<file path="config.mk">
export PLATFORM = sky130hd
export DESIGN_NAME = full_sub_bist
export DESIGN_NICKNAME = d
export VERILOG_FILES = /design/src/rtl/full_sub_bist.sv
export SDC_FILE = /design/constraint.sdc
export NUM_CORES = 1
export LEC_CHECK = 0
export CAP_MARGIN = 20
export CORE_MARGIN = 2
export CORE_UTILIZATION = 57
export DETAILED_ROUTE_END_ITERATION = 8
export PLACE_DENSITY = 0.9
export SYNTH_ARGS = -nofsm -noshare
export SYNTH_HDL_FRONTEND = slang
export SYNTH_SLANG_ARGS = --single-unit
</file>
<file path="constraint.sdc">
create_clock -name clk -period 2.77 [get_ports clk]
set_input_delay 0.4155 -clock clk [delete_from_list [all_inputs] [get_ports clk]]
set_output_delay 0.4155 -clock clk [all_outputs]
set_load 0.03 [all_outputs]
</file>
<file path="src/rtl/full_sub_bist.sv">
// full_sub_bist -- built-in self-test engine for a combinational full subtractor.
//
// Sweeps all eight {a,b,c} vectors into the subtractor, holds each for
// SETTLE_CYCLES cycles, and then samples {diff,bout} back. The sampled pair is
// compared with the golden subtraction. Mismatches are counted, saturating at
// 255, and the first failing vector is recorded. The full sweep is repeated
// PASSES times.
//
// Ports:
//   clk, rst_n          clock, asynchronous active-low reset
//   start               run request (accepted in IDLE or DONE)
//   dut_a/dut_b/dut_c   registered stimulus to the subtractor
//   dut_diff/dut_bout   subtractor response
//   busy                run in progress
//   done                run complete, held until the next accepted start
//   pass                with done: no mismatches this run
//   err_count           mismatching vector count, saturating at 255
//   fail_valid          at least one mismatch seen this run
//   fail_vec            {a,b,c} of the first mismatching vector
//   fail_obs            {diff,bout} observed at the first mismatch
module full_sub_bist #(
   parameter int SETTLE_CYCLES = 2,
   parameter int PASSES        = 1
) (
   input  logic       clk,
   input  logic       rst_n,
   input  logic       start,
   output logic       dut_a,
   output logic       dut_b,
   output logic       dut_c,
   input  logic       dut_diff,
   input  logic       dut_bout,
   output logic       busy,
   output logic       done,
   output logic       pass,
   output logic [7:0] err_count,
   output logic       fail_valid,
   output logic [2:0] fail_vec,
   output logic [1:0] fail_obs
);

   typedef enum logic [1:0] {
      IDLE  = 2'd0,
      DRIVE = 2'd1,
      CHECK = 2'd2,
      DONE  = 2'd3
   } state_t;

   localparam logic [15:0] SETTLE_LAST = 16'(SETTLE_CYCLES - 1);
   localparam logic [7:0]  PASS_LAST   = 8'(PASSES - 1);

   state_t      state;
   logic [2:0]  vec;
   logic [7:0]  pass_cnt;
   logic [15:0] settle_cnt;
   logic [1:0]  obs;
   logic        mismatch;

   // Golden full-subtractor result, packed as {diff,bout}.
   function automatic logic [1:0] golden(input logic [2:0] v);
      logic a, b, c;
      a = v[2];
      b = v[1];
      c = v[0];
      golden = {a ^ b ^ c, (~a & b) | (~a & c) | (b & c)};
   endfunction

   // Saturating increment for the error counter.
   function automatic logic [7:0] sat_inc(input logic [7:0] x);
      sat_inc = (x == 8'hFF) ? x : x + 8'd1;
   endfunction

   // The stimulus is the vector register itself. In DONE it rests at 111.
   assign dut_a = vec[2];
   assign dut_b = vec[1];
   assign dut_c = vec[0];

   assign obs      = {dut_diff, dut_bout};
   assign mismatch = (obs != golden(vec));

   always_ff @(posedge clk or negedge rst_n) begin
      if (!rst_n) begin
         state      <= IDLE;
         vec        <= 3'd0;
         pass_cnt   <= 8'd0;
         settle_cnt <= 16'd0;
         busy       <= 1'b0;
         done       <= 1'b0;
         pass       <= 1'b0;
         err_count  <= 8'd0;
         fail_valid <= 1'b0;
         fail_vec   <= 3'd0;
         fail_obs   <= 2'd0;
      end else begin
         case (state)
            IDLE, DONE: begin
               if (start) begin
                  state      <= DRIVE;
                  vec        <= 3'd0;
                  pass_cnt   <= 8'd0;
                  settle_cnt <= 16'd0;
                  busy       <= 1'b1;
                  done       <= 1'b0;
                  pass       <= 1'b0;
                  err_count  <= 8'd0;
                  fail_valid <= 1'b0;
                  fail_vec   <= 3'd0;
                  fail_obs   <= 2'd0;
               end
            end

            // Hold the vector for SETTLE_CYCLES cycles before sampling.
            DRIVE: begin
               if (settle_cnt == SETTLE_LAST) begin
                  settle_cnt <= 16'd0;
                  state      <= CHECK;
               end else begin
                  settle_cnt <= settle_cnt + 16'd1;
               end
            end

            // Sample on this closing edge. The next vector is driven from the same edge.
            CHECK: begin
               if (mismatch) begin
                  err_count <= sat_inc(err_count);
                  if (!fail_valid) begin
                     fail_valid <= 1'b1;
                     fail_vec   <= vec;
                     fail_obs   <= obs;
                  end
               end
               if (vec == 3'd7 && pass_cnt == PASS_LAST) begin
                  state <= DONE;
                  busy  <= 1'b0;
                  done  <= 1'b1;
                  // The last sample's verdict is not in err_count yet.
                  pass  <= (err_count == 8'd0) && !mismatch;
               end else begin
                  if (vec == 3'd7) pass_cnt <= pass_cnt + 8'd1;
                  vec   <= vec + 3'd1;
                  state <= DRIVE;
               end
            end

            default: state <= IDLE;
         endcase
      end
   end

endmodule
</file>
[Yosys cells after proc, flatten, opt, wreduce, memory -nomap -nowiden]
Cells that the tools add are included.
Operators by class
  reduce and logical (&&, ||, !) cells: 17
  shifts and indexed selects: 0
  muxes and demuxes: 34
  multipliers: 0
  add/subtract/negate cells: 4
  bitwise logic cells: 8
  equal/unequal tests: 15
  magnitude comparators: 0
  divide/modulo/power cells: 0
Operators with widths (number)
  8-bit two-way mux: 5
  16-bit two-way mux: 2
  16-bit one-hot mux with 2 select lines: 1
  8-bit one-hot mux with 2 select lines: 2
  16-bit by 1-bit adder with 16-bit output (second input constant): 1
  8-bit by 1-bit adder with 8-bit output (second input constant): 2
  16-bit by 1-bit equality test with 1-bit output (second input constant): 1
  8-bit zero test: 2
  2-bit inequality test (second input constant): 8
  2-bit two-way mux: 6
  3-bit two-way mux: 4
  3-bit one-hot mux with 2 select lines: 2
  4-bit AND reduction: 3
  3-bit AND reduction: 3
  8-bit equality test (second input constant): 1
  1-bit one-hot mux with 2 select lines: 4
  1-bit two-way mux: 6
  2-bit one-hot mux with 3 select lines: 1
  2-bit equality test (second input constant): 2
  2-bit one-hot mux with 2 select lines: 1
  2-bit AND reduction: 2
  2-bit nonzero test: 2
  3-bit by 1-bit adder with 3-bit output (second input constant): 1
  1-bit AND: 3
  10 further kinds: 13
Word-level totals
  logic and storage cells: 89
  bits of input ports: 5
  output and inout bits: 20
  bits in registers: 46
  ROM bits: 0
  bits in latches: 0
  memories kept: 0
  memory bits (writable): 0

[Longest topological paths before layout]
  depth in word-level cells: 9
  depth in mapped cells: 8
  gate-level depth less buffers: 6

[Least setup slack after synthesis]
Ideal clock, no wire load.
  path kind: reg2reg
  from: register vec[2]
  to: register err_count[3]
  cell stages (with the launch flop): 7
  arrival: 2.209 ns
  clock period less this slack: 2.286 ns
  buffers on the path: 0
  setup time: 0.077 ns
  path slack: 0.484 ns
  cell sequence: dfrtp_1 inv_1 fa_1 xor2_1 a31o_2 or4_1 a21oi_1
Between the ends
  cells in the longest elaborated chain, start to end: 7
  elaborated cells between the ends (all ways): 10
Ends and longest elaborated chain
  start, declared: line 53  | logic [2:0] vec;
  start signal, assigned: line 140  | vec <= vec + 3'd1;
  1-bit NOT: line 65  | golden = {a ^ b ^ c, (~a & b) | (~a & c) | (b & c)};
  1-bit AND: line 65
  1-bit bitwise OR (2 in series): line 65
  2-bit inequality test (*): line 79  | assign mismatch = (obs != golden(vec));
  2-bit inequality test (no source line) (*)
  4-bit AND reduction (no source line) (*)
  end signal, assigned: line 125  | err_count <= sat_inc(err_count);
  end, declared: line 36  | output logic [7:0] err_count,
Mark *: on every way between the ends. The rest lies on a longest branch, timed or not.
A chain may end at the register's enable or synchronous reset.

[Worst setup path after layout]
  from: register state[0]
  to: register settle_cnt[12]
Between the ends
  cells in the longest elaborated chain, start to end: 4
  elaborated cells between the ends (all ways): 8
Ends and longest elaborated chain
  start, declared: line 52  | state_t state;
  start signal, assigned: line 83  | state <= IDLE;
  start signal, assigned: line 98  | state <= DRIVE;
  start signal, assigned: line 116  | state <= CHECK;
  2-bit equality test / 2-bit zero test (equally long branches): line 95  | case (state)
  2-bit OR reduction: line 95
  2-bit inequality test (no source line) / 2-bit nonzero test (equally long branches)
  2-bit AND reduction (no source line)
  end signal, assigned: line 118  | settle_cnt <= settle_cnt + 16'd1;
  end, declared: line 55  | logic [15:0] settle_cnt;
Several ways; a longest one is shown, not always the timed one.

==> run summary <==
* 0 — final hold vios
* 437 MHz — maximum operating frequency
* 2 — buffer levels on the longest clock path
* sky130_fd_sc_hd__dfrtp_1 — main flop type after synthesis
* 295 — Synth Net Count
* 0.00721 ns — setup skew after layout
* 2062 — via count of the first global-routing pass
* input pin to asynchronous set/reset pin — Worst Hold Class
* 0 — drc violations
* 0.000706 V — VDD IR max
* state[0] — source of the critical timing path
* 0.484 ns — Worst Slack Setup Final
* 0.757 ns — Worst-Margin Slew
* finished, final reports clean — run status
* 0.435 ns — pre-CTS setup slack
* 2.99 ns — data required time at the worst endpoint
* 15.6 microns — average wire length per cell after detail routing
* 1.28 nW — leakage dissipation
* 278 — Mapped Cells
* 0.08 ns — clock-pin slew on the worst setup and hold paths
* 0.481 — max-slew headroom at the worst pin
* 50 — distinct cell type count after synthesis
* 0 — Post-CTS Setup Repair Bufs
* 5 — total clock buffers created by CTS
* 325 — final-stage net count
* 9.49 sq um — average cell area after synthesis
* 24 — standard-cell rows
* 72.0 microns — Die W
* state[0] — worst reg2reg path startpoint
* 0.436 — sequential fraction of the synthesis area
* 0.598 — starting utilization of the core area
* 0.0912 — ratio of cells with drive above 1 in the final layout
* 5190 sq um — Die ar.
* 46 — total number of clock tree sinks
* 0 — count of yosys warnings during synthesis
* 5 — Pre-antenna DRT Iters
* 0 — final setup vio count
* 25 — io pins
* false — unrepaired setup endpoints after global routing
* 46 — post-synthesis sequential element count
* 1.00 — Synth async-reset ratio
* 0.30 ns — clock latency reported for the late side of the worst-skew pair
* 169 — number of DRC markers after the initial detailed-route iteration
* 0 ns — Fin Setup TNS
* 0 — post-CTS sizing
* 0 — post-detailed-route count of antenna-violating nets
* 2 — count of H-tree levels built during CTS
* flip-flop — critical path launch point type
* 0.48 ns — slack of the worst reg-to-reg path
* 0 — initial antenna violation count
* 3980 microns — post-detail-place hpwl
* 6.40 — Vias/cell
* 9220 microns — global-route wire length before repair
* 0 — number of hold buffers added after cts
* flip-flop — Setup crit end kind
* 10 — maximum fanout along the worst path
* 0 — Antenna Diode Count
* 0 — Congestion Overflow GR
* 2.29 ns — minimum period implied by the final worst setup slack
* 5610 microns — drt total wl
* 0 — max-slew violation count
* 4410 sq um — area of the core region
* flip-flop to flip-flop — critical path class
* 0.690 — Core Util, Final
* 2640 sq um — Post-Syn Area
* 2.50 ns — Arrival @ worst endpoint
* 769 nW/um^2 — power per unit of standard cell area
* 24 — IO Port Bufs
* 0.227 — GRT Overall Usage
* sky130_fd_sc_hd__clkbuf_8 — clock root buffer master
* 0 — MaxCap Viol Count
* 47 — maximum number of pins on one net before global-route repair
* 0.896 — Final GP Congestion
* 0.825 — post-route clock period utilization
* 15.5% — area overhead of the layout relative to synthesis
* 0 — number of flops mapped to enable cells by yosys
* 5 — worst reg2reg path depth
* 72.0 microns — overall die height
* settle_cnt[12] — Reg-to-Reg End
* done — CTS tree
* 2299 — via count of the routed design
placed cells by master (no fill, tap or decap), drive strengths merged, types with 2 or more instances in the layout:
master / count
a21oi: 8
nor4: 9
or3: 6
inv: 16
a22o: 4
nand3b: 4
a31oi: 5
a21boi: 5
nor2: 21
o21ai: 16
o31ai: 3
or3b: 2
clkdlybuf4s50: 23
nand4: 11
nor3: 4
mux2i: 7
buf: 7
a41oi: 2
dfrtp: 46
xor2: 4
a31o: 8
or4: 2
o41ai: 3
nand3: 13
o211ai: 2
clkbuf: 6
and3: 5
mux2: 2
xnor2: 3
nand2b: 7
nor4b: 2
nand2: 25
ha: 11
state kept, by name (all words and copies together) (netlist names), 2 cells and up:
register    flops
err_count       8
pass_cnt        8
settle_cnt     16
fail_obs        2
vec             3
state           2
fail_vec        3
cells in the mapped netlist, types with 2 or more instances:
| master | count | area [sq um] |
|---|---|---|
| sky130_fd_sc_hd__dfrtp_1 | 46 | 1150 |
| sky130_fd_sc_hd__nand2_1 | 25 | 93.8 |
| sky130_fd_sc_hd__nor2_1 | 21 | 78.8 |
| sky130_fd_sc_hd__inv_1 | 16 | 60.1 |
| sky130_fd_sc_hd__o21ai_0 | 16 | 80.1 |
| sky130_fd_sc_hd__nand3_1 | 13 | 65.1 |
| sky130_fd_sc_hd__ha_1 | 11 | 138 |
| sky130_fd_sc_hd__nand4_1 | 11 | 68.8 |
| sky130_fd_sc_hd__nor4_1 | 9 | 56.3 |
| sky130_fd_sc_hd__a21oi_1 | 8 | 40.0 |
| sky130_fd_sc_hd__a31o_2 | 8 | 70.1 |
| sky130_fd_sc_hd__nand2b_1 | 7 | 43.8 |
| sky130_fd_sc_hd__mux2i_1 | 6 | 60.1 |
| sky130_fd_sc_hd__or3_1 | 6 | 37.5 |
| sky130_fd_sc_hd__a21boi_0 | 5 | 37.5 |
| sky130_fd_sc_hd__and3_1 | 5 | 31.3 |
| sky130_fd_sc_hd__a22o_1 | 4 | 35.0 |
| sky130_fd_sc_hd__a31oi_1 | 4 | 25.0 |
| sky130_fd_sc_hd__nand3b_1 | 4 | 30.0 |
| sky130_fd_sc_hd__nor3_1 | 4 | 20.0 |
| sky130_fd_sc_hd__xor2_1 | 4 | 35.0 |
| sky130_fd_sc_hd__buf_2 | 3 | 15.0 |
| sky130_fd_sc_hd__clkbuf_1 | 3 | 11.3 |
| sky130_fd_sc_hd__o31ai_1 | 3 | 22.5 |
| sky130_fd_sc_hd__o41ai_1 | 3 | 26.3 |
| sky130_fd_sc_hd__xnor2_1 | 3 | 26.3 |
| sky130_fd_sc_hd__a41oi_1 | 2 | 17.5 |
| sky130_fd_sc_hd__mux2_2 | 2 | 22.5 |
| sky130_fd_sc_hd__nor4b_1 | 2 | 17.5 |
| sky130_fd_sc_hd__o211ai_1 | 2 | 15.0 |
| sky130_fd_sc_hd__or3b_2 | 2 | 17.5 |
| sky130_fd_sc_hd__or4_1 | 2 | 15.0 |
cells by family after synthesis:
kind of cell / count (synthesis) / synth area share
AOI/OAI and AO/OA: 63 / 0.167
DFF: 46 / 0.436
xor gates and xnor gates: 7 / 0.0232
muxes: 9 / 0.0365
buffers and inverters: 24 / 0.0389
and+or+nand+nor: 117 / 0.238
adders and majority gates: 12 / 0.0597
per-stage QoR:
step,hold WS (ns),cell area (sq um),power (mW),cells
after floorplan,0.120,2640,1.64,278
after global placement,0.506,2930,1.89,351
after detailed placement,0.530,2930,1.93,351
after CTS,0.312,3020,2.33,357
after global routing,0.474,3050,2.47,359
final,0.466,3050,2.34,359
worst max-delay path, stage by stage (launching register included):
cell,delay (ns)
sky130_fd_sc_hd__dfrtp_1,0.38
sky130_fd_sc_hd__inv_1,0.07
sky130_fd_sc_hd__ha_1,0.51
sky130_fd_sc_hd__mux2i_1,0.70
sky130_fd_sc_hd__nor2_1,0.34
sky130_fd_sc_hd__a21oi_1,0.20
worst max path at each step:
stage	slack, ns	cells past startpoint	end
2_1_floorplan	0.48	6	err_count[3]
3_3_place_gp	0.47	5	pass_cnt[7]
3_5_place_dp	0.44	5	pass_cnt[7]
4_1_cts	0.50	5	settle_cnt[12]
5_1_grt	0.35	5	settle_cnt[12]
6_report	0.48	5	settle_cnt[12]
final cells by class:
cell class                      instances  area (sq um)
Fill cell                             317          1370
Clock buffer                            6          82.6
Tap cell                               52          65.1
Multi-Input combinational cell        208          1390
Sequential cell                        46          1150
Timing Repair Buffer                   31           303
Inverter                               16          60.1
layer usage:
layer / track usage / up-vias / wire [microns]
li1: - / 1099 / -
met1: 0.302 / 1100 / 2620
met2: 0.359 / 94 / 2580
met3: 0.0597 / 6 / 354
met4: 0.0860 / 0 / 54
met5: 0 / - / 0
where the power goes:
part	internal, mW	switching [mW]	leakage (nW)	total [mW]
Sequential	0.751	0.104	0.627	0.855
Clock	0.193	0.211	0.0431	0.404
Combinational	0.388	0.698	0.607	1.09
Total	1.33	1.01	1.28	2.34
No activity file was read; power rests on OpenSTA's default activity.
